### src/rtl/julia_iter_if.sv
// julia_iter_if: pixel request / iteration-code result handshake bundle
// Ports (signals):
//   in_valid, in_ready          request handshake (upstream -> engine)
//   z0_re, z0_im, c_re, c_im    signed fixed-point request payload
//   out_valid, out_ready        result handshake (engine -> downstream)
//   value                       8-bit iteration code
// Modports: master = requester / result sink side, slave = engine side.
interface julia_iter_if #(parameter int WIDTH = 18);
    logic                    in_valid;
    logic                    in_ready;
    logic signed [WIDTH-1:0] z0_re;
    logic signed [WIDTH-1:0] z0_im;
    logic signed [WIDTH-1:0] c_re;
    logic signed [WIDTH-1:0] c_im;
    logic                    out_valid;
    logic                    out_ready;
    logic [7:0]              value;
    modport master (output in_valid, z0_re, z0_im, c_re, c_im, out_ready,
                    input  in_ready, out_valid, value);
    modport slave  (input  in_valid, z0_re, z0_im, c_re, c_im, out_ready,
                    output in_ready, out_valid, value);
endinterface

### src/rtl/julia_iter.sv
// julia_iter: escape-time iteration of z <- z^2 + c for one pixel, one step per clock
// Ports:
//   clk  system clock
//   rst  synchronous active-high reset
//   bus  julia_iter_if.slave: request (z0, c) in, 8-bit iteration code out
//        (0..MAX_ITER-1 = escape iteration, 255 = did not escape)
module julia_iter #(
    parameter int WIDTH    = 18,
    parameter int FRAC     = 14,
    parameter int MAX_ITER = 31
) (
    input logic         clk,
    input logic         rst,
    julia_iter_if.slave bus
);
    typedef enum logic [1:0] {IDLE, ITER, DONE} state_t;
    localparam logic signed [2*WIDTH-1:0] FOUR = (2*WIDTH)'(4) << (2*FRAC);
    state_t                  state, state_d;
    logic signed [WIDTH-1:0] zr, zi, cr, ci, nr, ni;
    logic signed [2*WIDTH-1:0] rr, ii, ri;
    logic [7:0]              n, code;
    logic                    esc, last;
    assign rr   = zr * zr;
    assign ii   = zi * zi;
    assign ri   = zr * zi;
    // magnitude kept at full precision so the 4.0 threshold is exact
    assign esc  = (rr + ii) > FOUR;
    assign last = n == 8'(MAX_ITER - 1);
    assign nr   = WIDTH'((rr - ii) >>> FRAC) + cr;
    assign ni   = WIDTH'((ri <<< 1) >>> FRAC) + ci;
    assign bus.in_ready  = state == IDLE && !rst;
    assign bus.out_valid = state == DONE;
    assign bus.value     = code;
    always_ff @(posedge clk)
        if (rst) state <= IDLE;
        else     state <= state_d;
    always_comb begin
        state_d = state;
        state_d = state == IDLE ? (bus.in_valid ? ITER : IDLE) :
                  state == ITER ? (esc || last ? DONE : ITER) :
                  (bus.out_ready ? IDLE : DONE);
    end
    always_ff @(posedge clk)
        if (rst) begin
            zr   <= '0;
            zi   <= '0;
            cr   <= '0;
            ci   <= '0;
            n    <= '0;
            code <= '0;
        end else if (state == IDLE && bus.in_valid) begin
            zr <= bus.z0_re;
            zi <= bus.z0_im;
            cr <= bus.c_re;
            ci <= bus.c_im;
            n  <= '0;
        end else if (state == ITER) begin
            if (esc) code <= n;
            else if (last) code <= 8'd255;
            else begin
                zr <= nr;
                zi <= ni;
                n  <= n + 8'd1;
            end
        end
endmodule

### src/flat_wrapper.sv
// flat-port wrapper written by rule: the top's interface ports become plain ports
module julia_iter_flat 
#(
    parameter int WIDTH    = 18,
    parameter int FRAC     = 14,
    parameter int MAX_ITER = 31
)
  (clk, rst, bus_in_valid, bus_z0_re, bus_z0_im, bus_c_re, bus_c_im, bus_out_ready, bus_in_ready, bus_out_valid, bus_value);
  julia_iter_if #(.WIDTH(WIDTH)) bus_i ();
  input logic clk;
  input logic rst;
  input wire logic [$bits(bus_i.in_valid)-1:0] bus_in_valid;
  input wire logic [$bits(bus_i.z0_re)-1:0] bus_z0_re;
  input wire logic [$bits(bus_i.z0_im)-1:0] bus_z0_im;
  input wire logic [$bits(bus_i.c_re)-1:0] bus_c_re;
  input wire logic [$bits(bus_i.c_im)-1:0] bus_c_im;
  input wire logic [$bits(bus_i.out_ready)-1:0] bus_out_ready;
  output wire logic [$bits(bus_i.in_ready)-1:0] bus_in_ready;
  output wire logic [$bits(bus_i.out_valid)-1:0] bus_out_valid;
  output wire logic [$bits(bus_i.value)-1:0] bus_value;
  assign bus_i.in_valid = bus_in_valid;
  assign bus_i.z0_re = bus_z0_re;
  assign bus_i.z0_im = bus_z0_im;
  assign bus_i.c_re = bus_c_re;
  assign bus_i.c_im = bus_c_im;
  assign bus_i.out_ready = bus_out_ready;
  assign bus_in_ready = bus_i.in_ready;
  assign bus_out_valid = bus_i.out_valid;
  assign bus_value = bus_i.value;
  julia_iter #(.WIDTH(WIDTH), .FRAC(FRAC), .MAX_ITER(MAX_ITER)) u_core (.clk(clk), .rst(rst), .bus(bus_i));
endmodule
### config.mk
export PLATFORM = sky130hd
export DESIGN_NAME = julia_iter_flat
export DESIGN_NICKNAME = d
export VERILOG_FILES = /design/src/rtl/julia_iter_if.sv /design/src/rtl/julia_iter.sv /design/src/flat_wrapper.sv
export SDC_FILE = /design/constraint.sdc
export NUM_CORES = 2
export LEC_CHECK = 0
export ABC_CLOCK_PERIOD_IN_PS = 15400
export CAP_MARGIN = 40
export CORE_ASPECT_RATIO = 0.7
export CORE_MARGIN = 3
export CORE_UTILIZATION = 55
export CTS_BUF_LIST = sky130_fd_sc_hd__clkbuf_2
export DETAILED_ROUTE_END_ITERATION = 8
export PLACE_DENSITY = 0.7
export SYNTH_ARGS = -nofsm -noshare
export SYNTH_HDL_FRONTEND = slang
export SYNTH_SLANG_ARGS = --single-unit
### constraint.sdc
create_clock -name clk -period 15.4 [get_ports clk]
set_input_delay 1.54 -clock clk [delete_from_list [all_inputs] [get_ports clk]]
set_output_delay 1.54 -clock clk [all_outputs]
set_load 0.02 [all_outputs]
==> impl_metrics.ini <==
[critical_path]
cp-end-kind = flop
r2r_slack_ns = 3.03
r2r_cells = 38
cp-start-kind = flop
cp_num_buf_inv = 8
critPathRequiredTime_ns = 16.06
worstPathArrival_ns = 13.03
path_max_fanout = 33
cp_top_family = adder cells
r2r_end = u_core.zi[3]
crit_slowest_cell = clkinv_1
crit-reg2reg-launch = u_core.zr[17]
crit_path_max_incr_delay_ns = 0.82
critPathKind = reg2reg

[sta]
tns_ns = 0
period_needed_ns = 12.37
maxSlewHeadroom = 0.339
fin_crit_sh = 0.803
worst_slew_pin_slew_ns = 0.966
drv_slew = 0
fin_hold_ws_ns = 0.482
setup_viol = 0
rsz0062_at_grt = no
fin_skew_ns = 0.0517
hold_viol = 0
max_freq_mhz = 80.9

[die]
dieArea_sq_mm = 0.0758
io_pins = 86
die_w_microns = 328
core_area_sq_mm = 0.0708
rows = 81
dieHeight_microns = 231
initial_core_util = 0.563

[status]
status = finished, final reports clean

[clock_tree]
cts_root_buf = clkbuf_2
hold_buffers = 0
clkTransAtPathRegs_ns = 0.35
cts_resized = 0
cts_buffers = 9
clock-sinks = 90
cts_buffer_depth = 2
cts_tree = done
postCtsSetupBuffers = 0
insertion_delay_ns = 0.74
htreeDepth = 3

[global_route]
grt_usage = 0.280
grt_max_degree = 71
overflow = 0
antenna_found_initial = 2
grt_pass1_wl_microns = 166000
first_global_vias = 29800

[logic_synthesis]
yosys_warnings = 0
ys.flop_type = dfxtp_1
synth_area_sq_mm = 0.0399
synthesis.nets = 5936
async_reset_ff_frac = 0
seq_area_frac_synth = 0.0452
synth_edf_count = 0
syn_inst = 4587
synthDistinctLibCells = 77
syn_avg_cell_area_sq_um = 8.70
synth_seq_cells = 90

[routing]
viasPerCell = 5.39
wl_per_cell_microns = 18.6
routed_wl_microns = 102000
dr_total_vias = 29700
drtPass1Iterations = 6
route.detailed.drc = 0
antenna_left = 0
drtIter0Drc = 2330

[min_path]
min_path_type = reg2reg
worstHoldStart = u_core.ci[15]
min_path_cells = 2
min_to = u_core.ci[15]

[layout]
fillCellCount = 6300
layout_commonest_cell = inv_1
final_cell_mix = inv_1, fa_1, nand2_1, ha_1, nor2_1
layout-drive-gt1-share = 0.0220
nets = 5893
syn_to_final_growth_pct = 4.57

[place]
dp_hpwl_microns = 81700
place.gp.congestion = 0.955
port_buffers = 85

[flow_run]
maxCapViolations = 0
-- cells in the mapped netlist (7+ instances only) --
cell type     n  area, sq um
a211oi_1     37          278
a21o_1       46          345
a21oi_1     178          891
a221oi_1     15          131
a311oi_1      9         78.8
a31o_2        7         61.3
a31oi_1      18          113
and2_1      168         1050
and3_1       12         75.1
buf_1        10         37.5
clkbuf_1    169          634
clkinv_1      7         26.3
dfxtp_1      90         1800
fa_1        883        17700
ha_1        390         4880
inv_1      1179         4430
mux2i_1      17          170
nand2_1     552         2070
nand2b_1     30          188
nand3_1      32          160
nand4_1      14         87.6
nor2_1      223          837
nor2b_1      28          175
nor3_1       33          165
nor4_1       12         75.1
o211ai_1     16          120
o21a_1       20          150
o21ai_0      56          280
o21bai_1     26          195
o31ai_1      11         82.6
or2_2         9         56.3
or3_1         9         56.3
xnor2_1     142         1240
xor2_1       50          438
-- metrics by stage --
step	utilization	area, sq um	cells	worst slack, ns
2_1_floorplan	-	39900	4587	5.90
3_3_place_gp	0.587	41600	5485	3.58
3_5_place_dp	0.587	41600	5487	3.44
4_1_cts	0.589	41700	5503	3.35
5_1_grt	0.589	41700	5504	2.42
6_report	0.589	41700	5505	3.03
-- sequential cells by signal, indices dropped and copies added, names as in the netlist --
register,cells
u_core.zi,18
u_core.zr,18
u_core.bus.value,8
u_core.ci,18
u_core.cr,18
u_core.state,2
u_core.n,8
-- cells by family (layout without fill, tap and decap cells) --
family          Yosys count  count (layout)  synth area share
compound gates          491             491            0.0808
xor+xnor                193             193            0.0428
fa+ha+maj              1273            1273             0.565
buf+inv                1372            1334             0.130
flops                    90              90            0.0452
mux                      20              20           0.00511
other cells               0               2                 0
simple gates           1148            1148             0.131
-- routing by layer --
metal,global-route usage,part of all wire,wire length [microns]
met2,0.407,0.42,43400
met4,0.0608,0.026,2680
met1,0.434,0.45,46400
met3,0.0528,0.096,9870
met5,0,0,0
-- worst max path at each step --
| stage | end | depth (start not counted) | startpoint | slack, ns |
|---|---|---|---|---|
| after global placement | u_core.zi[3] | 38 | u_core.zr[17] | 3.58 |
| final | u_core.zi[3] | 38 | u_core.zr[17] | 3.03 |
| after CTS | u_core.zi[3] | 38 | u_core.zr[17] | 3.35 |
| after floorplan | u_core.zr[17] | 42 | u_core.zi[10] | 5.90 |
| after global routing | u_core.zi[3] | 38 | u_core.zr[17] | 2.42 |
| after detailed placement | u_core.zi[3] | 38 | u_core.zr[17] | 3.44 |
-- worst register-to-register path: cells and delay by family (launching register included) --
kind | cells | cell delay (ns)
xor gates and xnor gates | 1 | 0.22
buffers and inverters | 8 | 1.68
AOI/OAI and AO/OA | 13 | 3.85
adders and majority gates | 8 | 3.86
and+or+nand+nor | 8 | 2.35
DFF | 1 | 0.38
-- layout make-up --
type,instances,area [sq um],share of cell area
Antenna cell,2,5.00,0.000120
Clock inverter,7,78.8,0.00189
Tap cell,954,1190,0.0286
Clock buffer,9,45.0,0.00108
Inverter,1187,4460,0.107
Multi-Input combinational cell,3125,32900,0.789
Timing Repair Buffer,131,1200,0.0288
Sequential cell,90,1800,0.0432
Power is not shown: default switching activity piles up to over one toggle a cycle in this logic, so the estimate is an artifact.
